### config.mk
export PLATFORM = sky130hd
export DESIGN_NAME = mix_columns_seq_flat
export DESIGN_NICKNAME = d
export VERILOG_FILES = /design/src/rtl/mix_columns_seq_pkg.sv /design/src/rtl/mix_columns_seq_if.sv /design/src/rtl/mix_columns_seq_mix_column_word.sv /design/src/rtl/mix_columns_seq.sv /design/src/flat_wrapper.sv
export SDC_FILE = /design/constraint.sdc
export NUM_CORES = 1
export LEC_CHECK = 0
export ABC_AREA = 0
export BUFFER_PORTS_ARGS = -buffer_cell sky130_fd_sc_hd__buf_2
export CAP_MARGIN = 0
export CORE_MARGIN = 10
export CORE_UTILIZATION = 62
export CTS_BUF_LIST = sky130_fd_sc_hd__clkbuf_4
export DETAILED_ROUTE_END_ITERATION = 6
export GPL_TIMING_DRIVEN = 0
export PLACE_DENSITY = 0.9
export SLEW_MARGIN = 20
export SYNTH_ARGS = -nofsm -noshare
export SYNTH_HDL_FRONTEND = slang
export SYNTH_SLANG_ARGS = --single-unit
### constraint.sdc
create_clock -name clk -period 4 [get_ports clk]
set_input_delay 0.2 -clock clk [delete_from_list [all_inputs] [get_ports clk]]
set_output_delay 0.2 -clock clk [all_outputs]
set_load 0.1 [all_outputs]
### src/rtl/mix_columns_seq_pkg.sv
// Shared AES constants, FSM state type and GF(2^8) helpers for the MixColumns engine.
package mix_columns_seq_pkg;

  localparam int AES_BYTE  = 8;
  localparam int AES_DWORD = 32;
  localparam logic [7:0] AES_POLY = 8'h1B;

  typedef enum logic [1:0] {
    IDLE = 2'd0,
    BUSY = 2'd1,
    DONE = 2'd2
  } state_e;

  function automatic logic [7:0] xtime(input logic [7:0] x);
    return {x[6:0], 1'b0} ^ (x[7] ? AES_POLY : 8'h00);
  endfunction

  function automatic logic [7:0] gmul(input logic [7:0] x, input logic [7:0] c);
    logic [7:0] acc;
    logic [7:0] p;
    acc = '0;
    p   = x;
    for (int i = 0; i < 8; i++) begin
      if (c[i]) acc = acc ^ p;
      p = xtime(p);
    end
    return acc;
  endfunction

  // One output row from a column rotated so that 'a' is the row's own byte.
  function automatic logic [7:0] fwd_byte(input logic [7:0] a, input logic [7:0] b,
                                          input logic [7:0] c, input logic [7:0] d);
    return xtime(a) ^ xtime(b) ^ b ^ c ^ d;
  endfunction

  function automatic logic [7:0] inv_byte(input logic [7:0] a, input logic [7:0] b,
                                          input logic [7:0] c, input logic [7:0] d);
    return gmul(a, 8'h0E) ^ gmul(b, 8'h0B) ^ gmul(c, 8'h0D) ^ gmul(d, 8'h09);
  endfunction

endpackage

### src/rtl/mix_columns_seq_if.sv
// Block handshake between the round datapath and the MixColumns engine.
interface mix_columns_seq_if #(
  parameter int LENGTH = 128
);
  logic              in_valid;
  logic              in_ready;
  logic [LENGTH-1:0] in_data;
  logic              in_inv;
  logic              out_valid;
  logic              out_ready;
  logic [LENGTH-1:0] out_data;

  modport master (
    output in_valid, in_data, in_inv, out_ready,
    input  in_ready, out_valid, out_data
  );

  modport slave (
    input  in_valid, in_data, in_inv, out_ready,
    output in_ready, out_valid, out_data
  );
endinterface

### src/rtl/mix_columns_seq_mix_column_word.sv
// Combinational mixer for one column; inverse coefficients only exist when
// MIX_COLUMNS_INV_EN is defined, otherwise inv is ignored.
module mix_column_word
  import mix_columns_seq_pkg::*;
#(
  parameter int BYTE  = AES_BYTE,
  parameter int DWORD = AES_DWORD
) (
  input  logic [DWORD-1:0] col,
  input  logic             inv,
  output logic [DWORD-1:0] mixed
);

  logic [BYTE-1:0] a0, a1, a2, a3;
  logic [DWORD-1:0] fwd;

  // Row 0 is the most significant byte of the column.
  assign a0 = col[4*BYTE-1 -: BYTE];
  assign a1 = col[3*BYTE-1 -: BYTE];
  assign a2 = col[2*BYTE-1 -: BYTE];
  assign a3 = col[1*BYTE-1 -: BYTE];

  assign fwd = {fwd_byte(a0, a1, a2, a3), fwd_byte(a1, a2, a3, a0),
                fwd_byte(a2, a3, a0, a1), fwd_byte(a3, a0, a1, a2)};

`ifdef MIX_COLUMNS_INV_EN
  logic [DWORD-1:0] rev;

  assign rev = {inv_byte(a0, a1, a2, a3), inv_byte(a1, a2, a3, a0),
                inv_byte(a2, a3, a0, a1), inv_byte(a3, a0, a1, a2)};

  assign mixed = inv ? rev : fwd;
`else
  logic unused_inv;

  assign unused_inv = inv;
  assign mixed      = fwd;
`endif

endmodule

### src/rtl/mix_columns_seq.sv
// Iterative MixColumns engine: LANES columns per cycle, COLS/LANES cycles per block.
// Define MIX_COLUMNS_INV_EN to build the InvMixColumns path selected by in_inv.
//
// state | meaning
// IDLE  | in_ready high, waiting for a block
// BUSY  | mixing LANES columns of the state register per cycle
// DONE  | out_valid high, out_data held until out_ready
module mix_columns_seq
  import mix_columns_seq_pkg::*;
#(
  parameter int BYTE   = AES_BYTE,
  parameter int DWORD  = AES_DWORD,
  parameter int LENGTH = 128,
  parameter int LANES  = 1
) (
  input  logic               clk,
  input  logic               rst_n,
  mix_columns_seq_if.slave   bus,
  output logic               busy
);

  localparam int COLS  = LENGTH / DWORD;
  localparam int STEPS = COLS / LANES;
  localparam int IDXW  = (STEPS > 1) ? $clog2(STEPS) : 1;
  localparam logic [IDXW-1:0] IDX_LAST = IDXW'(STEPS - 1);

  state_e            state;
  logic [IDXW-1:0]   idx;
  logic [LENGTH-1:0] blk;
  logic [LENGTH-1:0] blk_next;
  logic              inv_q;
  logic [DWORD-1:0]  col_in  [LANES];
  logic [DWORD-1:0]  col_out [LANES];

  for (genvar g = 0; g < LANES; g++) begin : g_lane
    assign col_in[g] = blk[(int'(idx) * LANES + g) * DWORD +: DWORD];

    mix_column_word #(
      .BYTE  (BYTE),
      .DWORD (DWORD)
    ) u_mix (
      .col   (col_in[g]),
      .inv   (inv_q),
      .mixed (col_out[g])
    );
  end

  // Columns of the current step are replaced in place; the rest pass through.
  always_comb begin
    blk_next = blk;
    for (int l = 0; l < LANES; l++) begin
      blk_next[(int'(idx) * LANES + l) * DWORD +: DWORD] = col_out[l];
    end
  end

  always_ff @(posedge clk) begin
    if (!rst_n) begin
      state         <= IDLE;
      idx           <= '0;
      blk           <= '0;
      inv_q         <= 1'b0;
      busy          <= 1'b0;
      bus.in_ready  <= 1'b0;
      bus.out_valid <= 1'b0;
      bus.out_data  <= '0;
    end else begin
      unique case (state)
        IDLE: begin
          bus.in_ready <= 1'b1;
          if (bus.in_valid && bus.in_ready) begin
            blk          <= bus.in_data;
            inv_q        <= bus.in_inv;
            idx          <= '0;
            busy         <= 1'b1;
            bus.in_ready <= 1'b0;
            state        <= BUSY;
          end
        end
        BUSY: begin
          blk <= blk_next;
          if (idx == IDX_LAST) begin
            busy          <= 1'b0;
            bus.out_valid <= 1'b1;
            bus.out_data  <= blk_next;
            state         <= DONE;
          end else begin
            idx <= idx + IDXW'(1);
          end
        end
        DONE: begin
          if (bus.out_ready) begin
            bus.out_valid <= 1'b0;
            bus.in_ready  <= 1'b1;
            state         <= IDLE;
          end
        end
        default: state <= IDLE;
      endcase
    end
  end

endmodule
### src/flat_wrapper.sv
// flat-port wrapper written by rule: the top's interface ports become plain ports
module mix_columns_seq_flat import mix_columns_seq_pkg::*;
#(
  parameter int BYTE   = AES_BYTE,
  parameter int DWORD  = AES_DWORD,
  parameter int LENGTH = 128,
  parameter int LANES  = 1
)
  (clk, rst_n, busy, bus_in_valid, bus_in_data, bus_in_inv, bus_out_ready, bus_in_ready, bus_out_valid, bus_out_data);
  mix_columns_seq_if #(.LENGTH(LENGTH)) bus_i ();
  input  logic clk;
  input  logic rst_n;
  output logic busy;
  input wire logic [$bits(bus_i.in_valid)-1:0] bus_in_valid;
  input wire logic [$bits(bus_i.in_data)-1:0] bus_in_data;
  input wire logic [$bits(bus_i.in_inv)-1:0] bus_in_inv;
  input wire logic [$bits(bus_i.out_ready)-1:0] bus_out_ready;
  output wire logic [$bits(bus_i.in_ready)-1:0] bus_in_ready;
  output wire logic [$bits(bus_i.out_valid)-1:0] bus_out_valid;
  output wire logic [$bits(bus_i.out_data)-1:0] bus_out_data;
  assign bus_i.in_valid = bus_in_valid;
  assign bus_i.in_data = bus_in_data;
  assign bus_i.in_inv = bus_in_inv;
  assign bus_i.out_ready = bus_out_ready;
  assign bus_in_ready = bus_i.in_ready;
  assign bus_out_valid = bus_i.out_valid;
  assign bus_out_data = bus_i.out_data;
  mix_columns_seq #(.BYTE(BYTE), .DWORD(DWORD), .LENGTH(LENGTH), .LANES(LANES)) u_core (.clk(clk), .rst_n(rst_n), .bus(bus_i), .busy(busy));
endmodule
==> impl_results.md <==
- Status: complete, but fails checks
- Failing checks: design-rule violations, negative hold slack, negative setup slack
- Post-route cell area: 17600 um2
- Hold EP: u_core.blk[93]
- Period utilization: 1.03
- Commonest cells after routing, fill and taps aside: buf_2 (267), dfxtp_1 (263), nand2_1 (254), o21ai_0 (254), a21oi_1 (146)
- Internal: 4.90 mW
- Max-slew violation count: 0
- # nets final: 2243
- TritonCTS clock tree: built
- Hold-critical path depth: 5
- RSZ-0062 raised after global routing: no
- Die W: 171 um
- Clock slew at reported path FFs: 0.07 ns
- Switching share of power: 0.385
- Synth area leader: dfxtp_1
- Final GP Congestion: 1.02
- Sequential area share after synthesis: 0.375
- Max VDD drop: 280 uV
- CTS buffer count: 71
- FF/Latch Area: 5270 um2
- Critical Setup Path Class: flip-flop to flip-flop
- Fmax: 244 MHz
- Syn Area/Cell: 8.43 um2
- Fin Hold WS: -0.00411 ns
- Critical-path cell list: buf_2 -> buf_2 -> inv_1 -> ha_1 -> clkbuf_1 -> clkinvlp_4 -> nor4_4 -> buf_4 -> clkbuf_1 -> nand2_1 -> a32oi_1
- Clock sink count: 263
- Worst Tran Pin Value: 1.09 ns
- DR pass1 iterations: 7
- Final WL: 65200 um
- Maximum clock path buffer count: 3
- Hold Violations, Final: 1
- WL/cell: 26.8 um
- Initial antenna violation count: 3
- Worst path max stage delay: 0.63 ns
- ANT nets after route: 0
- Switching pwr: 3.06 mW
- Via density: 6.91
- Static leakage: 7.30 nW
- Cell variety after synth: 53
- HP Class: primary input to flip-flop
- Hold Crit Start: bus_in_data[93]
- #FFs+latches synth: 263
- Worst slack at placement: 0.200 ns
- R2R depth: 11
- R2R Setup Slk: -0.10 ns
- Layout cells sized above 1: 0.216
- Area contributors post-synth: dfxtp_1 (37%), o21ai_0 (9.1%), nand2_1 (6.8%)
- # DRC: 9
- Comb pwr share: 0.328
- Flop pwr share: 0.361
- Final setup fails: 2
- I/O pins: 264
- Tmin final: 4.10 ns
- Root buf cell: clkbuf_4
- Crit path required time: 4.59 ns
- Overflow after GRT: 0
- Clock group share of total power: 0.311
- FF-to-FF Start: u_core.idx[1]
- Non-filler cells, final: 2437
- Placed cells: 2212
- Post-Syn Area: 14000 um2
- Cell Pwr Density: 452 nW/um2
- Setup ws final: -0.105 ns
- Area of the core: 22400 um2
- Placed cell area: 15700 um2
- Setup crit start kind: flip-flop
- Global-route wire length before repair: 95700 um
- Cells after synthesis: 1665
- Initial core utilization: 0.626
- YS warnings: 0
- Post-DP HPWL: 45000 um
- Largest net degree at the start of global routing: 11
- Footprint of the multi-input gates: 8150 um2
- Final-layout fill cell count: 1528
- Leading cell type in the layout, fill and taps excluded: buf_2
- Clock Skew: 0.0490 ns
- Die height: 171 um
- Slew headroom: 0.266
- Slowest CP cell: clkbuf_1
- Vias in the first global route: 16500
- Critical path startpoint: u_core.idx[1]
- Max-cap check violation count: 0
- Post-Syn Nets: 1804
- Num rows: 55
- Clk_lat worst skew: 0.70 ns
- GRT Total Usage: 0.431
- CP arrival: 4.69 ns
- Reg2Reg Capture Point: u_core.blk[38]
- Total number of vias: 16800
- Layout area overhead: 25.6%
- Die area: 29100 um2
- Top-area cell type share of the netlist area: 0.375
- Max FO, Critical Path: 10
- I/O Buffers: 262
- H-tree depth: 3
- Number of DRC markers in iteration 0: 3020
- CP Capture Type: flip-flop
synth_stat cells, drive strengths merged:
library cell  number
a2111oi           12
a21boi             1
a21o               1
a21oi            146
a221oi            51
a22oi             62
a31oi             70
a32oi              5
and2               6
buf               19
clkbuf           129
clkinv             2
dfxtp            263
ha                 6
inv                6
mux4              32
nand2            254
nand2b            23
nand3              2
nor2             143
nor2b             16
nor3              48
nor3b              1
nor4               1
nor4bb             1
o21a               1
o21ai            269
o21ba             12
o311a              1
o31ai              8
or3                1
xnor2             19
xnor3             34
xor2              11
xor3               9
worst max-delay path: cells and delay by family, from the launching register on:
family | cells | cell delay, ns
buffers and inverters | 7 | 2.48
and+or+nand+nor | 2 | 0.66
DFF | 1 | 0.33
AOI/OAI and AO/OA | 1 | 0.33
adders and majority gates | 1 | 0.17
cell type report:
cell class / instances / area share
antenna: 5 / 0.000709
inverter: 8 / 0.00192
multi-input combinational: 1246 / 0.462
tap: 285 / 0.0202
clock buffer: 99 / 0.0421
sequential: 263 / 0.299
clock inverter: 17 / 0.00681
timing repair buffer: 367 / 0.134
buffer: 147 / 0.0341
state kept, by name, summed over array words and instances (netlist names):
register and flops:
u_core.state 2, u_core.blk 128, u_core.idx 2, u_core.busy 1, u_core.bus.out_data 128, u_core.bus.out_valid 1, u_core.bus.in_ready 1
power groups by stage:
stage / clock [mW] / sequential, mW / combinational, mW
after floorplan: 0 / 2.88 / 1.55
after detailed placement: 0 / 2.91 / 2.34
after global placement: 0 / 2.91 / 2.31
final: 2.48 / 2.87 / 2.61
after global routing: 2.53 / 2.87 / 2.65
after CTS: 2.40 / 2.86 / 2.44
cells by family (layout without fill, tap and decap cells):
group | count (synthesis) | in the layout | synth area share
compound gates | 639 | 639 | 0.275
simple gates | 496 | 496 | 0.147
flops | 263 | 263 | 0.375
buf+inv | 156 | 638 | 0.0452
xor+xnor | 73 | 73 | 0.101
mux | 32 | 32 | 0.0516
fa+ha+maj | 6 | 6 | 0.00535
other cells | 0 | 5 | 0
per-stage QoR:
stage                      util  TNS (ns)  power, mW
final                     0.786    -0.121       7.96
after global routing      0.786         0       8.05
after CTS                 0.785         0       7.70
after detailed placement  0.700         0       5.25
after global placement    0.700         0       5.22
after floorplan               -         0       4.43
worst max path at each step:
| stage | to | cells past startpoint |
|---|---|---|
| 4_1_cts | u_core.blk[81] | 10 |
| 5_1_grt | u_core.blk[38] | 11 |
| 3_5_place_dp | u_core.blk[84] | 10 |
| 6_report | u_core.blk[38] | 11 |
| 2_1_floorplan | u_core.blk[50] | 10 |
| 3_3_place_gp | u_core.blk[50] | 11 |
metal layers:
metal,share of wire,global-route usage,wire (um),vias up
met3,0.16,0.141,10700,440
met1,0.33,0.517,21700,7657
li1,-,-,-,6928
met4,0.075,0.299,4870,0
met5,0,0,0,-
met2,0.43,0.645,27900,1808
repair_timing:
action / CTS / global route
hold buffers: 103 / 0
buffers inserted: 0 / 2
resized for setup: 0 / 2
setup endpoints to repair: 0 / 42
endpoints found under the hold margin: 104 / 0
Note: power is estimated with default switching activity, not from simulation.
